$ cat src/rtl/halved_sample_fifo.sv
`default_nettype none
// ============================================================================
// Module   : halved_sample_fifo
// Purpose  : Buffers halved samples for a back-pressured valid/ready consumer,
//            reporting occupancy, almost_full and a sticky overflow flag.
// Option   : HALVED_SAMPLE_FIFO_PEAK_EN adds the peak_count output.
// Revision : 1.0
// ============================================================================
module halved_sample_fifo #(
  parameter int WIDTH    = 8,
  parameter int DEPTH    = 8,
  parameter int AF_LEVEL = 6
) (
  input  logic                       clk,
  input  logic                       rst,
  input  logic [WIDTH-1:0]           in_data,
  input  logic                       in_valid,
  output logic                       in_ready,
  output logic [WIDTH-1:0]           out_data,
  output logic                       out_valid,
  input  logic                       out_ready,
  output logic [$clog2(DEPTH):0]     count,
  output logic                       almost_full,
  output logic                       overflow
`ifdef HALVED_SAMPLE_FIFO_PEAK_EN
  ,
  output logic [$clog2(DEPTH):0]     peak_count
`endif
);

  localparam int AW = $clog2(DEPTH);
  localparam int CW = AW + 1;
  localparam logic [CW-1:0] DEPTH_C = CW'(DEPTH);
  localparam logic [CW-1:0] AF_C    = CW'(AF_LEVEL);

  logic [WIDTH-1:0] mem_q [DEPTH];
  logic [AW-1:0]    wr_ptr_q, wr_ptr_d;
  logic [AW-1:0]    rd_ptr_q, rd_ptr_d;
  logic [CW-1:0]    count_q, count_d;
  logic             overflow_q, overflow_d;
  logic             w_full, w_empty, w_wr_en, w_rd_en;

  // Full/empty come from the occupancy count, never from pointer equality.
  assign w_full  = (count_q == DEPTH_C);
  assign w_empty = (count_q == '0);
  assign w_wr_en = in_valid && !w_full;
  assign w_rd_en = out_ready && !w_empty;

  always_comb begin
    wr_ptr_d   = wr_ptr_q;
    rd_ptr_d   = rd_ptr_q;
    count_d    = count_q;
    overflow_d = overflow_q | (in_valid & w_full);
    if (w_wr_en) wr_ptr_d = wr_ptr_q + AW'(1);
    if (w_rd_en) rd_ptr_d = rd_ptr_q + AW'(1);
    if (w_wr_en && !w_rd_en)      count_d = count_q + CW'(1);
    else if (!w_wr_en && w_rd_en) count_d = count_q - CW'(1);
  end

  always_ff @(posedge clk or posedge rst) begin
    if (rst) begin
      wr_ptr_q   <= '0;
      rd_ptr_q   <= '0;
      count_q    <= '0;
      overflow_q <= 1'b0;
    end else begin
      wr_ptr_q   <= wr_ptr_d;
      rd_ptr_q   <= rd_ptr_d;
      count_q    <= count_d;
      overflow_q <= overflow_d;
    end
  end

  // Storage needs no reset; stale entries are masked by the empty check below.
  always_ff @(posedge clk) begin
    if (w_wr_en) mem_q[wr_ptr_q] <= in_data;
  end

  assign in_ready    = !w_full;
  assign out_valid   = !w_empty;
  assign out_data    = w_empty ? '0 : mem_q[rd_ptr_q];
  assign count       = count_q;
  assign almost_full = (count_q >= AF_C);
  assign overflow    = overflow_q;

`ifdef HALVED_SAMPLE_FIFO_PEAK_EN
  logic [CW-1:0] peak_q;

  always_ff @(posedge clk or posedge rst) begin
    if (rst) begin
      peak_q <= '0;
    end else if (count_q > peak_q) begin
      peak_q <= count_q;
    end
  end

  assign peak_count = peak_q;
`endif

endmodule
`default_nettype wire
$ cat config.mk
export PLATFORM = sky130hd
export DESIGN_NAME = halved_sample_fifo
export DESIGN_NICKNAME = d
export VERILOG_FILES = /design/src/rtl/halved_sample_fifo.sv
export SDC_FILE = /design/constraint.sdc
export NUM_CORES = 1
export LEC_CHECK = 0
export ABC_AREA = 1
export BUFFER_PORTS_ARGS = -buffer_cell sky130_fd_sc_hd__buf_2
export CAP_MARGIN = 10
export CORE_MARGIN = 1.5
export CORE_UTILIZATION = 53
export CTS_CLUSTER_DIAMETER = 50
export DETAILED_ROUTE_END_ITERATION = 12
export HOLD_SLACK_MARGIN = 0.06
export PLACE_DENSITY = 0.86
export SYNTH_ARGS = -nofsm -noshare
export SYNTH_HDL_FRONTEND = slang
export SYNTH_SLANG_ARGS = --single-unit
$ cat constraint.sdc
create_clock -name clk -period 2.13 [get_ports clk]
set_clock_uncertainty 0.2 [all_clocks]
set_input_delay 0.426 -clock clk [delete_from_list [all_inputs] [get_ports clk]]
set_output_delay 0.426 -clock clk [all_outputs]
set_load 0.1 [all_outputs]
After elaboration in Yosys (flattened, before gate mapping) --
Memories as Yosys holds them, arrays and structs flattened. Cells that the tools add are included. W data, S select, Z words.
Cells by class: $add $sub $neg 4, magnitude comparators 1, eq/ne operators 1, mux-type cells 5, bitwise operators 2, reductions and logical operators 10
Operator list (count):
- $mux W4 | 2
- $mux W8 | 1
- $add A3 B1 Y3 const B | 2
- $add A4 B1 Y4 const B | 1
- $eq A4 B4 Y1 const B | 1
- $ge A4 B3 Y1 const B | 1
- $logic_and A1 B1 Y1 | 4
- $logic_not A1 Y1 | 4
- $logic_not A4 Y1 | 1
- $sub A4 B1 Y4 const B | 1
- $mux W1 | 2
- $reduce_bool A2 Y1 | 1
- $and A1 B1 Y1 | 1
- $or A1 B1 Y1 | 1
Word-level totals: bits in registers 11, RAM bits 64, bits of input ports 12, output and inout bits 16, logic and storage cells 28, memories kept 1
Memory list:
- mem_q | depth 8, bits a word 8, read ports 1, clocked after memory_dff 0, write ports 1, RTL line 36 | logic [WIDTH-1:0] mem_q [DEPTH];

Logic depth before layout (Yosys ltp) --
Gate-level depths: netlist (run 1).
depth in word-level cells 7, mapped depth 13

Least setup slack after synthesis (run 1) --
OpenSTA, ideal clock, no wires.
path kind register to output, start point register count_q[2], in the netlist count[2], end point output almost_full, data arrival time 3401 ps, data required time 1504 ps, slack -1897 ps, stages on the path, launching flop included 3, path buffers 0, path through dfrtp_1 -> inv_1 -> o21ai_0
Between the ends: longest elaborated chain between the ends 1
Ends and longest elaborated chain:
- from (decl) | RTL line 39 | logic [CW-1:0] count_q, count_d;
- from (signal assigned) | RTL line 69 | count_q <= count_d;
- $ge A4 B3 Y1 | RTL line 83 | assign almost_full = (count_q >= AF_C);
- to (decl) | RTL line 23 | output logic almost_full,
Every way passes these cells.

Final worst setup path (run 1) --
start point register rd_ptr_q[0], end point output out_data[1]
Between the ends: longest elaborated chain between the ends 2
Ends and longest elaborated chain:
- from (decl) | RTL line 38 | logic [AW-1:0] rd_ptr_q, rd_ptr_d;
- from (signal assigned) | RTL line 68 | rd_ptr_q <= rd_ptr_d;
- $mem_v2 Z8 W8
- $mux W8 | RTL line 81 | assign out_data = w_empty ? '0 : mem_q[rd_ptr_q];
- to (decl) | RTL line 19 | output logic [WIDTH-1:0] out_data,
Every way passes these cells.

==> results of run 1 <==
[critical path, cell delays in order (launching register included)]
cell	delay (ns)
dfrtp_1	0.41
buf_6	0.18
nand2_1	0.08
nand3_1	0.10
nand2_2	0.11
nor2_2	0.05
nor2_4	0.14
buf_12	0.18
[how the worst min path moves through the flow]
stage	endpoint	slack, ns	depth (start not counted)
after floorplan	overflow	0.08	1
after global placement	rd_ptr_q[0]	0.23	2
after detailed placement	count[0]	0.24	2
after CTS	overflow	0.12	3
after global routing	mem_q[4][1]	0.14	1
final	overflow	0.15	3
[kinds of logic after synthesis]
logic type,synth area share (%)
AND/OR/NAND/NOR,21.6
flip-flops,62.8
adder cells (fa/ha/maj),2.36
buffers and inverters,10.2
XOR/XNOR,1.50
AO/OA/AOI/OAI,1.50
[cells in the final DEF, fill, tap and decap left out, types with 4 or more instances in the layout]
| cell type | synthesis | final |
|---|---|---|
| buf_12 | 0 | 10 |
| buf_2 | 7 | 16 |
| buf_4 | 4 | 11 |
| buf_6 | 0 | 6 |
| clkbuf_8 | 0 | 9 |
| dfrtp_1 | 11 | 7 |
| dfrtp_4 | 0 | 4 |
| edfxtp_1 | 64 | 64 |
| inv_1 | 74 | 71 |
| nand2_1 | 99 | 93 |
| nand2_2 | 0 | 6 |
| nand3_1 | 42 | 41 |
| nor2_2 | 0 | 8 |
| nor2_4 | 1 | 16 |
| xnor2_1 | 5 | 5 |
[what timing repair did]
action                     CTS  global route
hold endpoints to repair    11             0
hold buffers                 1             0
gates cloned                 0             0
pin swaps                    4            12
setup endpoints to repair   10            11
resized for setup           17            12
buffers inserted             1             5
[sequential cells by signal (all words and copies together), names as in the netlist]
register and flops:
rd_ptr_q 3, overflow 1, mem_q 64, count 4
wr_ptr_q 3
[metrics by stage]
stage | setup slack (ns) | util, %
after floorplan | -0.398 | -
after global placement | 0.126 | 63.9
after detailed placement | 0.0337 | 63.9
after CTS | -0.126 | 67.5
after global routing | -0.212 | 68.7
final | -0.0998 | 68.7
[layer usage]
| layer | global-route usage [%] | up-vias | part of all wire (%) |
|---|---|---|---|
| met5 | 0 | - | 0 |
| met4 | 13.4 | 0 | 2.2 |
| met3 | 5.11 | 18 | 8.0 |
| met2 | 38.5 | 98 | 52 |
| met1 | 25.9 | 1195 | 38 |
| li1 | - | 1207 | - |
[layout make-up]
cell class,instances,area (um^2)
clock buffers,10,128
clock inverters,6,32.5
multi-input cells,195,1150
inverters,77,302
repair buffers,44,440
flip-flops and latches,75,2210
fillers,424,1990
well taps,77,96.3
==> qor.yml, run 1 <==
status:
  status: "finished with violations"
  violations: "negative setup slack"
synth:
  synthTopCellsByArea: "edfxtp_1 55%, nand2_1 11%, inv_1 7.9%"
  synth_edf_count: 64
  syn_area_mm2: 0.00350
  ys_ff_latch: 75
  ys_top_cells_by_count: "99 x nand2_1, 74 x inv_1, 64 x edfxtp_1, 42 x nand3_1, 26 x nor2_1"
  postSynthCellCount: 359
  synth_ff_type: "edfxtp_1"
  yosys.cell_types.count: 22
  post-synth-top-count-cell: "nand2_1"
  async_flop_share_pct: 14.7
  syn-num-nets: 377
  synth.largest_area_cell: "edfxtp_1"
  yosysSeqAreaShare_pct: 62.8
  yosys_warnings: 0
  avgSynthCellArea_um2: 9.75
  synth_top_area_share_pct: 54.9
setup_path:
  endpoint: "out_data[1]"
  path_class: "reg2out"
  r2r_slack_ns: 0.02
  reg2regPathDepth: 10
  crit_fanout: 21
  cp-startpoint: "rd_ptr_q[0]"
  end_kind: "output port"
  worst_setup_path_start_kind: "register"
  cp.required_ns: 1.50
  arrival_ns: 1.60
  reg2reg_from: "count[0]"
  r2r-end: "count[1]"
clock_network:
  cts_made_buffers: 9
  cts-root-buf: "clkbuf_8"
  worstSkewPairLatency_ns: 0.34
  cts.path.max_buffers: 2
  clock_sinks: 75
  clkSlewWorstSetupHoldPaths_ns: 0.08
  htree_num_levels: 3
  cts_tree: "built"
sta:
  max_slew_margin_pct: 66.9
  final_hold_viol_count: 0
  fin_ws_ns: -0.0998
  rsz0062_at_grt: "true"
  worst_pin_slew_ns: 0.500
  finalHoldWorstSlack_ns: 0.147
  min_period_ns: 2.23
  tns_ns: -0.654
  maxSlewViolCount: 0
  max_freq_ghz: 0.448
  finalCritPeriodShare_pct: 105
  setup_viol: 8
drt:
  via_per_inst: 5.20
  drt-total-wl_um: 7390
  drc: 0
  firstDrtPassIters: 4
  wl_per_cell_um: 15.3
  initialDrtViolationCount: 175
  final_antenna_net_count: 0
  vias: 2518
die:
  rows: 29
  die_area_mm2: 0.00710
  initial_core_util_pct: 55.1
  fp.coreArea_mm2: 0.00635
  die_height_um: 84.3
  die_w_um: 84.3
  io_pins: 28
final_layout:
  diodes: 0
  final_cell_area_mm2: 0.00436
  synthToLayoutAreaGrowth_pct: 24.6
  nNetsFinal: 420
  drive_above_1_share_pct: 26.5
  final_cell_count_no_fill: 484
placed_design:
  hpwl_um: 4640
  post-place-cells: 461
  gp_congestion: 0.817
  post_dp_cell_area_mm2: 0.00406
  numPortBuffers: 27
worst_hold_path:
  worst_hold_path_type: "in2reg"
  hp-start: "in_valid"
global_routing:
  grt_max_degree: 22
  track_usage_pct: 22.5
  grt_pass1_wl_um: 12100
  grt_pass1_vias: 2683
  overflow: 0
  antenna_found_initial: 0
run:
  max-cap-violations: 0
Power of run 1 is left out: the tool's default activity adds up to more than one toggle a clock period on the data nets, which glitch-free logic cannot reach.
==> run 2: changes to the inputs <==
PLACE_DENSITY = 0.75   (was 0.86)
==> qor.yml, run 2 (synthesized netlist as in run 1, its figures left out) <==
status:
  status: "finished with violations"
  violations: "negative setup slack"
sta:
  tns_ns: -0.663  # -0.00943 ns
  max_freq_ghz: 0.448  # about the same
  rsz0062_at_grt: "true"
  worst_pin_slew_ns: 0.488  # -0.0120 ns
  final_hold_viol_count: 0  # unchanged
  max_slew_margin_pct: 67.7  # +0.79 points
  min_period_ns: 2.23  # +0.000867 ns
  finalCritPeriodShare_pct: 105  # about the same
  fin_ws_ns: -0.101  # -0.000867 ns
  maxSlewViolCount: 0  # unchanged
  finalHoldWorstSlack_ns: 0.146  # -0.00142 ns
  setup_viol: 8  # unchanged
clock_network:
  cts.path.max_buffers: 2  # unchanged
  clkSlewWorstSetupHoldPaths_ns: 0.07  # about the same
  cts-root-buf: "clkbuf_8"
  htree_num_levels: 3  # unchanged
  cts_tree: "built"
  cts_made_buffers: 9  # unchanged
  clock_sinks: 75  # unchanged
  worstSkewPairLatency_ns: 0.33  # about the same
placed_design:
  post-place-cells: 463  # +0.43%
  hpwl_um: 4500  # -3.1%
  gp_congestion: 0.813  # -0.47%
  pre_cts_slack_ns: 0.0872  # +0.0535 ns
  numPortBuffers: 27  # unchanged
worst_hold_path:
  worst_hold_path_type: "in2reg"
  min_path_cells: 1  # -2
  hp-start: "in_data[3]"
  hold_end: "mem_q[3][3]"
final_layout:
  final_cell_mix: "93 x nand2_1, 71 x inv_1, 64 x edfxtp_1, 36 x nand3_1, 17 x nor2_4"
  synthToLayoutAreaGrowth_pct: 26.1
  largest_reg_flops: 64  # unchanged
  multi_input_area_mm2: 0.00118  # +2.5%
  final_common_cell: "nand2_1"
  top_register: "mem_q"
  nNetsFinal: 419  # -0.24%
  n_fill_cell: 455  # +7.3%
  drive_above_1_share_pct: 28.3  # +1.8 points
  regArea_mm2: 0.00221  # about the same
  final_cell_count_no_fill: 483  # -0.21%
  diodes: 0  # unchanged
global_routing:
  antenna_found_initial: 0  # unchanged
  grt_pass1_vias: 2280  # -15%
  overflow: 0  # unchanged
  grt_max_degree: 21  # -4.5%
  grt_pass1_wl_um: 11400  # -6.1%
  track_usage_pct: 21.3  # -1.2 points
die:
  rows: 29  # unchanged
  die_area_mm2: 0.00710  # unchanged
  io_pins: 28  # unchanged
  die_w_um: 84.3  # unchanged
  die_height_um: 84.3  # unchanged
  initial_core_util_pct: 55.1  # unchanged
  fp.coreArea_mm2: 0.00635  # unchanged
setup_path:
  end_kind: "output port"
  reg2regPathDepth: 10  # unchanged
  r2r-end: "count[1]"
  worst_setup_path_start_kind: "register"
  r2r_slack_ns: 0.05  # +0.03 ns
  reg2reg_from: "count[1]"
  cp.required_ns: 1.50  # about the same
  crit_fanout: 13  # -38%
  path_class: "reg2out"
  arrival_ns: 1.60  # about the same
drt:
  drt-total-wl_um: 7000  # -5.3%
  vias: 2419  # -3.9%
  wl_per_cell_um: 14.5  # -5.1%
  via_per_inst: 5.01  # -3.7%
  final_antenna_net_count: 0  # unchanged
  firstDrtPassIters: 4  # unchanged
  initialDrtViolationCount: 167  # -4.6%
  drc: 0  # unchanged
run:
  max-cap-violations: 0  # unchanged
## run 2: stage by stage
stage | utilization, % | area [um^2]
floorplan | - | 3690
global placement | 64.2 | 4070
detailed placement | 64.2 | 4070
CTS | 68.5 | 4350
global route | 69.5 | 4410
finish | 69.5 | 4410
## run 2: cell type report
class / count / area share [%]
flip-flops and latches: 75 / 50.2
multi-input cells: 195 / 26.7
repair buffers: 43 / 9.72
inverters: 77 / 6.83
clock buffers: 11 / 3.20
well taps: 77 / 2.18
clock inverters: 5 / 1.22
## run 2: critical path: stages, from the launching register on
cell and delay [ns]:
dfrtp_2 0.44, buf_4 0.20, nand2_1 0.08, nand3_1 0.07
nand3_1 0.08, nand2_1 0.09, nor2_4 0.13, buf_12 0.18
## run 2: worst max-delay path by stage
stage / from / endpoint / slack [ns]
floorplan: count[1] / count[1] / -0.40
global placement: count[1] / count[3] / 0.13
detailed placement: count[1] / count[3] / 0.09
CTS: rd_ptr_q[0] / out_data[0] / -0.13
global route: rd_ptr_q[0] / out_data[7] / -0.20
finish: rd_ptr_q[0] / out_data[2] / -0.10
## run 2: layer usage
layer / wire (um) / GRT usage [%] / up-vias
met5: 0 / 0 / -
met3: 395 / 4.42 / 8
met2: 3660 / 33.9 / 69
met1: 2850 / 28.1 / 1135
met4: 93 / 10.7 / 0
li1: - / - / 1207
## run 2: what timing repair did
action,4_1_cts,5_1_grt
setup endpoints to repair,9,11
hold buffers,1,0
pin swaps,2,11
resized for setup,20,15
setup buffers,1,2
hold endpoints to repair,11,0
Power of run 2 is left out for the same reason.
